[config.mk]
export PLATFORM = sky130hd
export DESIGN_NAME = seq_multiplier
export DESIGN_NICKNAME = d
export VERILOG_FILES = /design/src/rtl/seq_multiplier.sv
export SDC_FILE = /design/constraint.sdc
export NUM_CORES = 1
export LEC_CHECK = 0
export ABC_AREA = 1
export ABC_CLOCK_PERIOD_IN_PS = 6240
export CAP_MARGIN = 20
export CORE_MARGIN = 3
export CORE_UTILIZATION = 35
export CTS_BUF_LIST = sky130_fd_sc_hd__clkbuf_4 sky130_fd_sc_hd__clkbuf_8
export CTS_CLUSTER_DIAMETER = 120
export DETAILED_ROUTE_END_ITERATION = 10
export DONT_BUFFER_PORTS = 1
export MAX_ROUTING_LAYER = met4
export PLACE_DENSITY_LB_ADDON = 0.15
export SLEW_MARGIN = 20
export SYNTH_ARGS = -nofsm -noshare
export SYNTH_HDL_FRONTEND = slang
export SYNTH_SLANG_ARGS = --single-unit
[constraint.sdc]
create_clock -name clk -period 6.24 [get_ports clk]
set_input_delay 0.624 -clock clk [delete_from_list [all_inputs] [get_ports clk]]
set_output_delay 0.624 -clock clk [all_outputs]
set_load 0.05 [all_outputs]
[src/rtl/seq_multiplier.sv]
// Iterative shift-add multiplier: retires STEP multiplier bits per cycle on sign-magnitude
// operands, restores the sign once on entry to DONE. Valid/ready on both sides, sync abort.
module seq_multiplier #(
    parameter int WIDTH = 8,
    parameter int STEP  = 1
) (
    input  logic               clk,
    input  logic               rst_n,
    input  logic               in_valid,
    output logic               in_ready,
    input  logic               in_signed,
    input  logic [WIDTH-1:0]   A,
    input  logic [WIDTH-1:0]   B,
    input  logic               abort,
    output logic               out_valid,
    input  logic               out_ready,
    output logic [2*WIDTH-1:0] P,
    output logic               busy
);
    localparam int N  = WIDTH / STEP;
    localparam int CW = $clog2(N + 1);
    localparam logic [CW-1:0] N_C = CW'(N);

    typedef enum logic [1:0] {IDLE, BUSY, DONE} state_t;

    state_t               state;
    logic [2*WIDTH-1:0]   a_sh;
    logic [2*WIDTH-1:0]   acc;
    logic [WIDTH-1:0]     b_sh;
    logic [CW-1:0]        cnt;
    logic                 neg;

    logic                 accept;
    logic [WIDTH-1:0]     mag_a, mag_b;
    logic [2*WIDTH-1:0]   pp, prod;

    assign accept = in_valid && in_ready;
    // Magnitude of -2^(W-1) wraps to 2^(W-1), which is exact as an unsigned W-bit value.
    assign mag_a  = (in_signed && A[WIDTH-1]) ? (~A + 1'b1) : A;
    assign mag_b  = (in_signed && B[WIDTH-1]) ? (~B + 1'b1) : B;
    assign prod   = neg ? (~acc + 1'b1) : acc;

    // a_sh already carries the 2^(STEP*i) weight, so one digit only needs STEP local shifts.
    always_comb begin
        pp = '0;
        for (int k = 0; k < STEP; k++)
            if (b_sh[k]) pp = pp + (a_sh << k);
    end

    always_ff @(posedge clk or negedge rst_n) begin
        if (!rst_n) begin
            state     <= IDLE;
            in_ready  <= 1'b0;
            out_valid <= 1'b0;
            busy      <= 1'b0;
            P         <= '0;
            a_sh      <= '0;
            acc       <= '0;
            b_sh      <= '0;
            cnt       <= '0;
            neg       <= 1'b0;
        end else begin
            case (state)
                IDLE: begin
                    if (accept) begin
                        state    <= BUSY;
                        in_ready <= 1'b0;
                        busy     <= 1'b1;
                        a_sh     <= {{WIDTH{1'b0}}, mag_a};
                        b_sh     <= mag_b;
                        acc      <= '0;
                        cnt      <= '0;
                        neg      <= in_signed & (A[WIDTH-1] ^ B[WIDTH-1]);
                    end else begin
                        in_ready <= 1'b1;
                    end
                end
                BUSY: begin
                    if (abort) begin
                        state    <= IDLE;
                        in_ready <= 1'b1;
                        busy     <= 1'b0;
                        P        <= '0;
                    end else if (cnt == N_C) begin
                        state     <= DONE;
                        P         <= prod;
                        out_valid <= 1'b1;
                    end else begin
                        acc  <= acc + pp;
                        a_sh <= a_sh << STEP;
                        b_sh <= b_sh >> STEP;
                        cnt  <= cnt + 1'b1;
                    end
                end
                DONE: begin
                    if (abort) begin
                        state     <= IDLE;
                        in_ready  <= 1'b1;
                        out_valid <= 1'b0;
                        busy      <= 1'b0;
                        P         <= '0;
                    end else if (out_ready) begin
                        state     <= IDLE;
                        in_ready  <= 1'b1;
                        out_valid <= 1'b0;
                        busy      <= 1'b0;
                    end
                end
                default: state <= IDLE;
            endcase
        end
    end
endmodule

---- Word-level counts from Yosys, hierarchy flattened ----
Index checks and enable logic that the tools add are counted.
storage, ports and cells
  word-level logic and storage cells ...... 88
  memories ................................ 0
  output and inout bits ................... 19
  register bits ........................... 66
  bits in read-only memories .............. 0
  bits of input ports ..................... 22
  memory bits (writable) .................. 0
  latch bits .............................. 0
operators by class
  reduce and logical (&&, ||, !) cells .... 14
  $add $sub $neg .......................... 5
  multiplexer cells ....................... 43
  order comparisons ....................... 0
  divide/modulo/power cells ............... 0
  equality and inequality tests ........... 11
  shift operators ......................... 0
  bitwise gates (word level) .............. 5
  multiply operators ...................... 0
operators with widths
  kind                     count
  $mux W16                 11
  $pmux W16 S2             3
  $mux W8                  5
  $add A16 B1 Y16 const B  1
  $add A16 B16 Y16         1
  $add A8 B1 Y8 const B    2
  $not A16 Y16             1
  $not A8 Y8               2
  $pmux W8 S2              1
  $mux W4                  3
  $ne A2 B2 Y1 const B     6
  $reduce_and A4 Y1        3
  $mux W1                  10
  $mux W2                  5
  $reduce_and A3 Y1        3
  $pmux W4 S2              1
  $ne A3 B3 Y1 const B     2
  $pmux W1 S3              2
  $pmux W2 S3              1
  $add A4 B1 Y4 const B    1
  $eq A4 B4 Y1 const B     1
  $reduce_bool A2 Y1       2
  $logic_and A1 B1 Y1      3
  $reduce_bool A3 Y1       1
  other kinds (7)          7

---- Depth between registers and ports, before layout ----
  word-level depth ........................ 6
  mapped depth ............................ 15

---- Least setup slack after synthesis ----
Ideal clock, no wire load.
  path kind ............................... reg2reg
  start ................................... reg b_sh[0]
  end ..................................... reg acc[12]
  path buffers ............................ 2
  required time ........................... 6123 ps
  stages on the path, launching flop included .. 16
  slack ................................... 4067 ps
  period minus slack after synthesis ...... 2173 ps
  data arrival time ....................... 2056 ps
  setup time .............................. 117 ps
  cell sequence ........................... dfrtp_1 > clkbuf_1 > clkbuf_1 > nand2_1 > inv_1 > ha_1 > inv_1 > fa_1 > inv_1 > nand3_1 > nand3_1 > nand3_1 > nand3_1 > nand2_1 > nand3_1 > nand2_1
between the ends
  cells in the longest elaborated chain, start to end .. 5
ends and longest elaborated chain
  what                    line  RTL
  start, declared         29    logic [WIDTH-1:0] b_sh;
  start signal, assigned  70    b_sh <= mag_b;
  start signal, assigned  91    b_sh <= b_sh >> STEP;
  $mux W16                47    if (b_sh[k]) pp = pp + (a_sh << k);
  $add A16 B16 Y16        89    acc <= acc + pp;
  $mux W16                84    end else if (cnt == N_C) begin
  $mux W16                79    if (abort) begin
  $pmux W16 S2            63    case (state)
  end signal, assigned    89
  end, declared           28    logic [2*WIDTH-1:0] acc;
No other way between the ends. The select of a mux whose other input is x is not followed.
A chain may end at the register's enable or synchronous reset.

---- Final worst setup path ----
  start ................................... reg state[1]
  end ..................................... reg acc[8]
between the ends
  cells in the longest elaborated chain, start to end .. 3
ends and longest elaborated chain
  what                                                          line  RTL
  start, declared                                               26    state_t state;
  start signal, assigned                                        52    state <= IDLE;
  start signal, assigned                                        66    state <= BUSY;
  start signal, assigned                                        80    state <= IDLE;
  $eq A2 B1 Y1 or $logic_not A2 Y1 (tied branches)              63
  $ne A2 B2 Y1 (no line) or $reduce_bool A2 Y1 (tied branches)  --
  $reduce_and A4 Y1 (no line)                                   --
Parallel ways exist; a longest one is shown, timed or not.

==> reports/results.ini <==
[timing]
slew-limit-headroom_pct=58.0
timing.final.ws_setup_ns=3.38
rsz0062_at_grt=no
min_period_ns=2.86
finalHoldViolCount=0
max_freq_mhz=350
post-route-period-util_pct=45.8
setup-tns-final_ns=0
report.final.setup_viol=0
maxSlewViolCount=0
tightest_slew_ns=0.629
finClkSkew_ns=0.00767

[synth]
synth_area_per_cell_um2=7.08
yosysWarnings=0
synth.distinct_cells=37
ys.flop_type=dfrtp_1
yosysSeqAreaShare_pct=36.8
synthTopCellsByArea=dfrtp_1 (37%), nand2_1 (18%), inv_1 (9.0%)
synth_top_area_share_pct=36.8
synth.ff_latch_count=66
synthArstFlopShare_pct=100
synth-edff-count=0
syn_area_um2=4490
synth_top_cells_by_count=nand2_1 (210), inv_1 (108), dfrtp_1 (66), nand3_1 (40), nor2_1 (36)
synth_nets=682
syn_inst=635
synthMostInstantiatedCell=nand2_1
synth_top_area_cell=dfrtp_1

[critical_path]
worstPathCellList=inv_1, ha_1, inv_2, nor2_4, nand2_2, a21oi_4, nand2_2, inv_2, nand2_1, o21ai_0
slowest_delay_ns=0.54
start_kind=flip-flop
worst-path-buf-inv=3
cp.arrival_ns=3.14
worstSetupPathType=reg2reg
worst_ep_required_time_ns=6.52
cp_top_family=compound AO/OA/AOI/OAI gates
slowest_stage=a21oi_4
cp-end-kind=flip-flop
path_max_fanout=24

[clock_tree]
clockBufferDepth=2
clock_latency_ns=0.36
htree_num_levels=3
cts_buffers=9
cts_tree=built
post_cts_resized=0
cts.sinks=66
clk_pin_slew_ns=0.07
post_cts_buffers=0
root_buffer=clkbuf_8

[placed_design]
numPortBuffers=0
preCtsSetupSlack_ns=3.35
place_hpwl_um=8110
dp_cells=789
gp_congestion=0.877

[floorplanning]
core_area_um2=12300
rows=40
io_pins=41
die_h_um=119
dieArea_um2=14200
die_w_um=119
start_util_pct=36.6

[power]
leakage_nw=2.65
powerDensity_nw_per_um2=452
ir_drop_uv=164
finalPower_mw=2.20

[finish]
multi_input_area_um2=2340
final_cells=805
drive_gt1_share_pct=5.97
nNetsFinal=680
final-seq-area_um2=1650
area_growth_pct=8.16
fillers=1312
diodes=0

[grt]
grt_max_degree=67
grt_pass1_vias=3748
antenna_found_initial=0
grt_util_all_layers_pct=16.7
grt_overflow=0
grt_pass1_wl_um=18600

[run_status]
status=complete, no violations

[routing]
initialDrtViolationCount=222
viasPerCell=4.72
drt_first_pass_iters=5
wl_per_cell_um=13.2
drc=0
ant_nets=0
dr_total_vias=3796
wl_um=10600

[worst_hold_path]
hold_path_class=in2async

[run]
cap_violations=0

[kinds of logic after synthesis]
logic type | after synthesis | synth area share (%)
buffers and inverters | 126 | 11.1
adders and majority gates | 25 | 7.13
xor gates and xnor gates | 19 | 3.70
and+or+nand+nor | 305 | 27.8
AOI/OAI and AO/OA | 94 | 13.5
DFF | 66 | 36.8
[metrics by stage]
stage               utilization, %  area, um^2  hold WS [ns]
finish                        39.6        4860         0.132
global route                  39.6        4860         0.143
CTS                           39.6        4860         0.142
detailed placement            37.7        4620         0.331
global placement              37.7        4620         0.330
floorplan                        -        4490         0.328
[power by group]
group	switching [mW]	total, mW	internal [mW]
Clock	0.161	0.380	0.219
Combinational	0.647	0.964	0.317
Sequential	0.285	0.852	0.567
[layout by cell type, fill, tap and decap left out, drive strengths merged, types with 3 or more instances in the layout]
cell type and n:
nand2 213, inv 111, dfrtp 66, nand3 40, nor2 38, o21ai 36
ha 24, a21oi 23, xor2 17, o22ai 15, clkbuf 13, o211ai 12
nor3 5, nand3b 4, or2 3, a22o 3
[final cells by class]
| cell class | count | area share [%] |
|---|---|---|
| Clock buffer | 13 | 3.55 |
| Timing Repair Buffer | 1 | 0.566 |
| Multi-Input combinational cell | 443 | 48.2 |
| Clock inverter | 2 | 0.721 |
| Sequential cell | 66 | 34.0 |
| Tap cell | 168 | 4.33 |
| Inverter | 112 | 8.65 |
[worst reg2reg max path, cell delays in order, from the launching register on]
cell and delay [ns]:
dfrtp_1 0.41, inv_1 0.09, ha_1 0.29, inv_2 0.12
nor2_4 0.11, nand2_2 0.11, a21oi_4 0.54, nand2_2 0.38
inv_2 0.49, nand2_1 0.09, o21ai_0 0.15
[worst paths after layout]
check                          from        to  slack (ns)  depth (start not counted)
hold / removal                rst_n      P[9]        0.13                          1
min in group clk               B[7]   b_sh[7]        0.41                          2
setup / recovery           state[1]    acc[8]        3.38                         10
setup reg to reg           state[1]    acc[8]        3.38                         10
max in group asynchronous     rst_n  a_sh[11]        5.81                          1
hold reg to reg            a_sh[15]  a_sh[15]        0.49                          2
[sequential cells by signal, summed over array words and instances (netlist names)]
name       flops
out_valid      1
neg            1
b_sh           8
cnt            4
acc           16
in_ready       1
P             16
a_sh          16
busy           1
state          2
[routing by layer]
metal | routed length [um] | track usage [%] | vias up | share of wire [%]
met1 | 5330 | 22.3 | 1713 | 50
met5 | 0 | - | - | 0
met4 | 148 | 5.15 | 0 | 1.4
li1 | - | - | 1991 | -
met3 | 544 | 4.23 | 13 | 5.1
met2 | 4620 | 24.9 | 79 | 43
[timing repair]
item / CTS / global route
endpoints found under the setup margin: 0 / 0
hold buffers: 1 / 0
hold endpoints to repair: 66 / 0
Power figures use the tool's default switching activity.
